===== config.mk =====
export PLATFORM = sky130hd
export DESIGN_NAME = gate_model_bist
export DESIGN_NICKNAME = d
export VERILOG_FILES = /design/src/rtl/gate_bist_pkg.sv /design/src/rtl/gate_bist_lfsr.sv /design/src/rtl/gate_model_bist.sv
export SDC_FILE = /design/constraint.sdc
export NUM_CORES = 1
export LEC_CHECK = 0
export ABC_AREA = 1
export BUFFER_PORTS_ARGS = -buffer_cell sky130_fd_sc_hd__buf_2
export CAP_MARGIN = 20
export CORE_ASPECT_RATIO = 0.8
export CORE_UTILIZATION = 27
export CTS_CLUSTER_DIAMETER = 80
export DETAILED_ROUTE_END_ITERATION = 10
export GPL_TIMING_DRIVEN = 0
export PLACE_DENSITY = 0.44
export SYNTH_ARGS = -nofsm -noshare
export SYNTH_HDL_FRONTEND = slang
export SYNTH_SLANG_ARGS = --single-unit

===== constraint.sdc =====
create_clock -name clk -period 3.84 [get_ports clk]
set_clock_uncertainty 0.05 [all_clocks]
set_input_delay 0 -clock clk [delete_from_list [all_inputs] [get_ports clk]]
set_output_delay 0 -clock clk [all_outputs]
set_load 0.02 [all_outputs]

===== src/rtl/gate_bist_pkg.sv =====
`default_nettype none
// ============================================================================
// Module   : gate_bist_pkg
// Desc     : Shared types, default polynomials and the Galois step helper for
//            the gate-model BIST harness.
// Revision : 1.0 - initial release
// ============================================================================
package gate_bist_pkg;

    typedef enum logic [1:0] {
        IDLE  = 2'd0,
        RUN   = 2'd1,
        DRAIN = 2'd2,
        DONE  = 2'd3
    } state_t;

    localparam int         c_MAX_W          = 64;
    localparam logic [9:0] c_DEF_LFSR_POLY  = 10'h240;
    localparam logic [9:0] c_DEF_LFSR_SEED  = 10'h001;
    localparam logic [9:0] c_DEF_MISR_POLY  = 10'h240;

    // Right-shifting Galois step; bits above width are cleared.
    function automatic logic [c_MAX_W-1:0] galois_step(
        input logic [c_MAX_W-1:0] value,
        input logic [c_MAX_W-1:0] mask,
        input int                 width
    );
        logic [c_MAX_W-1:0] v;
        logic [c_MAX_W-1:0] keep;
        v = value >> 1;
        if (value[0]) begin
            v = v ^ mask;
        end
        keep = (width >= c_MAX_W) ? {c_MAX_W{1'b1}}
                                  : ((c_MAX_W'(1) << width) - c_MAX_W'(1));
        return v & keep;
    endfunction

endpackage
`default_nettype wire


===== src/rtl/gate_bist_lfsr.sv =====
`default_nettype none
// ============================================================================
// Module   : gate_bist_lfsr
// Desc     : Galois shift register usable as pattern generator (din tied 0)
//            or as a MISR compacting din.
// Revision : 1.0 - initial release
// ============================================================================
module gate_bist_lfsr
    import gate_bist_pkg::*;
#(
    parameter int               WIDTH     = 10,
    parameter logic [WIDTH-1:0] POLY      = c_DEF_LFSR_POLY,
    parameter logic [WIDTH-1:0] SEED      = c_DEF_LFSR_SEED,
    parameter bit               MISR_MODE = 1'b0
) (
    input  logic             clk,
    input  logic             rst,
    input  logic             load,
    input  logic             step,
    input  logic [WIDTH-1:0] din,
    output logic [WIDTH-1:0] q
);

    // A generator must never start from the all-zero lock-up state.
    localparam logic [WIDTH-1:0] c_INIT =
        MISR_MODE ? {WIDTH{1'b0}}
                  : ((SEED == {WIDTH{1'b0}}) ? WIDTH'(1) : SEED);

    logic [WIDTH-1:0] r_q;
    logic [WIDTH-1:0] w_next;

    assign w_next = WIDTH'(galois_step(c_MAX_W'(r_q), c_MAX_W'(POLY), WIDTH)) ^ din;

    always_ff @(posedge clk or posedge rst) begin
        if (rst) begin
            r_q <= c_INIT;
        end else if (load) begin
            r_q <= c_INIT;
        end else if (step) begin
            r_q <= w_next;
        end
    end

    assign q = r_q;

endmodule
`default_nettype wire


===== src/rtl/gate_model_bist.sv =====
`default_nettype none
// ============================================================================
// Module   : gate_model_bist
// Desc     : LFSR/MISR self-test wrapper for combinational or pipelined gate
//            models, with golden-signature comparison.
// Revision : 1.0 - initial release
// ============================================================================
module gate_model_bist
    import gate_bist_pkg::*;
#(
    parameter int              N_IN      = 10,
    parameter int              N_OUT     = 10,
    parameter int              PATTERNS  = 1023,
    parameter int              CNT_W     = 16,
    parameter int              DUT_LAT   = 0,
    parameter logic [N_IN-1:0] LFSR_POLY = c_DEF_LFSR_POLY,
    parameter logic [N_IN-1:0] LFSR_SEED = c_DEF_LFSR_SEED,
    parameter logic [N_OUT-1:0] MISR_POLY = c_DEF_MISR_POLY
) (
    input  logic             clk,
    input  logic             rst,
    input  logic             start,
    input  logic             abort,
    input  logic [N_OUT-1:0] expected_sig,
    output logic [N_IN-1:0]  dut_in,
    input  logic [N_OUT-1:0] dut_out,
    output logic             busy,
    output logic             done,
    output logic             pass,
    output logic [N_OUT-1:0] signature
);

    generate
        if (N_IN < 2 || N_IN > c_MAX_W || N_OUT < 2 || N_OUT > c_MAX_W ||
            DUT_LAT < 0 || DUT_LAT > 7 || PATTERNS < 1 ||
            64'(PATTERNS) >= (64'd1 << CNT_W)) begin : g_bad_params
            $error("gate_model_bist: illegal parameter combination");
        end
    endgenerate

    localparam logic [CNT_W-1:0] c_LAST       = CNT_W'(PATTERNS - 1);
    localparam logic [2:0]       c_DRAIN_LAST = 3'(DUT_LAT - 1);

    state_t           r_state;
    state_t           w_state_nxt;
    logic [CNT_W-1:0] r_cnt;
    logic [2:0]       r_drain;
    logic             w_start_ok;
    logic             w_run_step;
    logic             w_capture;

    // abort outranks start, including a simultaneous request in IDLE.
    assign w_start_ok = start & ~abort & ((r_state == IDLE) | (r_state == DONE));
    assign w_run_step = (r_state == RUN) & ~abort;

    always_ff @(posedge clk or posedge rst) begin
        if (rst) begin
            r_state <= IDLE;
        end else begin
            r_state <= w_state_nxt;
        end
    end

    always_comb begin
        w_state_nxt = r_state;
        busy        = 1'b0;
        done        = 1'b0;
        case (r_state)
            IDLE: begin
                if (w_start_ok) w_state_nxt = RUN;
            end
            RUN: begin
                busy = 1'b1;
                if (abort)                w_state_nxt = IDLE;
                else if (r_cnt == c_LAST) w_state_nxt = (DUT_LAT == 0) ? DONE : DRAIN;
            end
            DRAIN: begin
                busy = 1'b1;
                if (abort)                         w_state_nxt = IDLE;
                else if (r_drain == c_DRAIN_LAST)  w_state_nxt = DONE;
            end
            DONE: begin
                done = 1'b1;
                if (abort)           w_state_nxt = IDLE;
                else if (w_start_ok) w_state_nxt = RUN;
            end
            default: w_state_nxt = IDLE;
        endcase
    end

    always_ff @(posedge clk or posedge rst) begin
        if (rst) begin
            r_cnt   <= '0;
            r_drain <= '0;
        end else if (w_start_ok) begin
            r_cnt   <= '0;
            r_drain <= '0;
        end else if (w_run_step) begin
            r_cnt   <= r_cnt + CNT_W'(1);
            r_drain <= '0;
        end else if ((r_state == DRAIN) && !abort) begin
            r_drain <= r_drain + 3'd1;
        end
    end

    // Valid bit delayed by the model latency decides when a response is real.
    generate
        if (DUT_LAT == 0) begin : g_lat0
            assign w_capture = w_run_step;
        end else begin : g_latn
            logic [DUT_LAT-1:0] r_vpipe;
            always_ff @(posedge clk or posedge rst) begin
                if (rst) begin
                    r_vpipe <= '0;
                end else if (w_start_ok || abort) begin
                    r_vpipe <= '0;
                end else begin
                    r_vpipe <= DUT_LAT'({r_vpipe, (r_state == RUN)});
                end
            end
            assign w_capture = r_vpipe[DUT_LAT-1] & ~abort;
        end
    endgenerate

    gate_bist_lfsr #(
        .WIDTH     (N_IN),
        .POLY      (LFSR_POLY),
        .SEED      (LFSR_SEED),
        .MISR_MODE (1'b0)
    ) u_gen (
        .clk  (clk),
        .rst  (rst),
        .load (w_start_ok),
        .step (w_run_step),
        .din  ({N_IN{1'b0}}),
        .q    (dut_in)
    );

    gate_bist_lfsr #(
        .WIDTH     (N_OUT),
        .POLY      (MISR_POLY),
        .SEED      ({N_OUT{1'b0}}),
        .MISR_MODE (1'b1)
    ) u_misr (
        .clk  (clk),
        .rst  (rst),
        .load (w_start_ok),
        .step (w_capture),
        .din  (dut_out),
        .q    (signature)
    );

    assign pass = done & (signature == expected_sig);

endmodule
`default_nettype wire

==> metrics.md <==
| Metric | Value |
|---|---|
| Global-route wire length before repair | `9142 µm` |
| Worst R2R Setup Slack | `1980 ps` |
| Count of final setup violators | `0` |
| Ys Warns | `0` |
| Later-pin clock latency in the skew report | `290 ps` |
| Total CTS buffers | `5` |
| Highest clock rate | `0.5386 GHz` |
| Placed cells | `438` |
| GRT met1 Usage | `20.15%` |
| Worst Setup End Kind | `register` |
| Synth area leaders | `dfrtp_1, nand2_1, inv_1, nor2_1, xnor2_1` |
| Worst Path Max Fanout | `7` |
| Avg Vias per Cell | `4.372` |
| Filler cells | `830` |
| Most frequent cells in the layout | `nand2_1, buf_2, inv_1, dfrtp_1, nor2_1` |
| Highest ir drop seen on vdd | `334.5 µV` |
| CTS Root Cell | `clkbuf_8` |
| DP HPWL | `4067 µm` |
| Die H | `83.99 µm` |
| Total Power | `1.658 mW` |
| Status | `complete, no violations` |
| Sequential share of the synthesized area | `45.28%` |
| Worst hold margin | `22.57 ps` |
| Count of buffers from port buffering | `46` |
| GR Layer Usage met3 | `2.810%` |
| CTS tree | `built` |
| Die area | `0.008775 mm²` |
| Finished Layout Cells | `457` |
| Syn_nets | `315` |
| Layout cells sized above 1 | `21.20%` |
| Core Area | `0.008019 mm²` |
| H-tree levels | `2` |
| Post-synth top area share | `44.13%` |
| Rel. slew slack | `80.99%` |
| Hold WC Path Type | `in -> reg` |
| Vias in the first global route | `1864` |
| Final Max Slew Viols | `0` |
| Setup bufs post-CTS | `0` |
| Post-route ant nets | `0` |
| N_diodes | `0` |
| Final period util | `48.35%` |
| RSZ-0062 raised after global routing | `no` |
| Clock transition at path regs | `90 ps` |
| Starting DRT DRC Count | `94` |
| Setup_tns | `0 ps` |
| Cell row count | `29` |
| IO Pins | `47` |
| WP data required | `3980 ps` |
| Antenna violations before repair | `0` |
| Cell variety after synth | `29` |
| Largest net degree at the start of global routing | `32` |
| Residual DRC | `0` |
| Met2 Usage GRT | `18.18%` |
| Syn_area_per_cell | `8.016 µm²` |
| Via Count | `1998` |
| Most common cell after layout, fill and taps aside | `nand2_1` |
| PwrDens | `574.8 mW/mm²` |
| Maxcap violations | `0` |
| Final Hold Viols | `0` |
| Die width | `104.5 µm` |
| PostCTS Resize Cnt | `0` |
| Yosys top cell by area | `dfrtp_1` |
| Total gr overflow | `0` |
| Layout Nets | `380` |
| Drt pass-1 iters | `4` |
| Critical path class | `reg -> reg` |
| Final Routed Wirelength | `5477 µm` |
| Synth-to-layout area growth | `27.14%` |
| Min Clock Period, post-route | `1857 ps` |
| Cts hold-fix bufs | `11` |
| Clock buffer depth | `2` |
| Cell area after synthesis | `0.002268 mm²` |
| FF+latch count, synth | `41` |
| Wire per inst | `11.98 µm` |
| CTS sink count | `41` |
| RePlAce Congestion | `0.7914` |
| Startpoint types | `register` |
| Worst EP arrival | `1990 ps` |
| Initial Util | `28.29%` |
| Pleak | `1.435 nW` |
| Cells after synthesis | `283` |
| GRT busiest layer | `met1` |
| Overall Global Routing Usage | `13.04%` |
| Worst slew pin tran | `284.8 ps` |
layer usage:
layer / vias to the layer above / wire length [µm]
met2: 55 / 2123
met4: 0 / 29
met3: 2 / 336
met5: - / 0
li1: 1038 / -
met1: 903 / 2986
through the flow:
step | instance area [µm²] | setup slack, ps | utilization [%]
floorplan | 2268 | 2118 | -
global placement | 2634 | 2012 | 32.84
detailed placement | 2654 | 2010 | 33.09
CTS | 2884 | 1980 | 35.97
global route | 2884 | 1816 | 35.97
finish | 2884 | 1983 | 35.97
cell type report:
class                   instances  area, µm²  area share (%)
well taps                     108      135.1           4.685
plain buffers                   5      31.28           1.085
flip-flops and latches         41       1027           35.62
clock inverters                 2      37.54           1.302
clock buffers                   6      82.58           2.863
multi-input cells             195       1050           36.40
inverters                      42      160.2           5.553
repair buffers                 58      360.3           12.49
final timing paths:
check	cells past startpoint	startpoint	endpoint
max	10	r_state[0]$_DFFE_PP0P_	r_cnt[13]$_DFFE_PP0P_
min	4	abort	r_cnt[2]$_DFFE_PP0P_
max reg2reg	10	r_state[0]$_DFFE_PP0P_	r_cnt[13]$_DFFE_PP0P_
min reg2reg	2	u_gen.q[0]$_DFFE_PP1P_	u_gen.q[0]$_DFFE_PP1P_
max in group asynchronous	4	rst	u_gen.q[0]$_DFFE_PP1P_
min in group asynchronous	3	rst	r_drain[2]$_DFFE_PP0P_
critical path, stage by stage (launching register included):
cell and delay, ps:
dfrtp_1 420, inv_1 110, ha_1 330, nor2_1 130, nand2_2 130, nand2_4 150, nand2_1 80, nor2_2 170
nand3_1 90, nand2_1 60, nor2_1 40
where the power goes:
| part | internal, mW | switching (mW) |
|---|---|---|
| combinational | 0.255 | 0.413 |
| clock | 0.212 | 0.161 |
| sequential | 0.528 | 0.0885 |
| total | 0.995 | 0.663 |
flip-flops by register name (all words and copies together), names as in the netlist:
signal	cells
u_gen.q	10
u_misr.q	10
r_drain	3
r_cnt	16
r_state	2
kinds of logic (layout without fill, tap and decap cells):
| kind of cell | count (synthesis) | count (layout) | share of synthesized area [%] |
|---|---|---|---|
| fa+ha+maj | 8 | 8 | 4.413 |
| simple gates | 125 | 125 | 24.38 |
| xor+xnor | 16 | 16 | 6.178 |
| compound gates | 46 | 46 | 11.31 |
| flops | 41 | 41 | 45.28 |
| buf+inv | 47 | 113 | 8.439 |
Yosys cell counts, drive strengths merged:
master / n
dfstp: 1
and3: 1
nand4: 2
a31oi: 1
dfrtp: 40
o21bai: 1
nor3b: 1
xor2: 3
o22ai: 16
nand2: 62
o21ai: 13
ha: 8
nor2: 38
a22oi: 1
inv: 42
nor3: 4
or2: 1
xnor2: 13
a21oi: 14
nand3: 16
buf: 5
(Power assumes the default switching activity.)
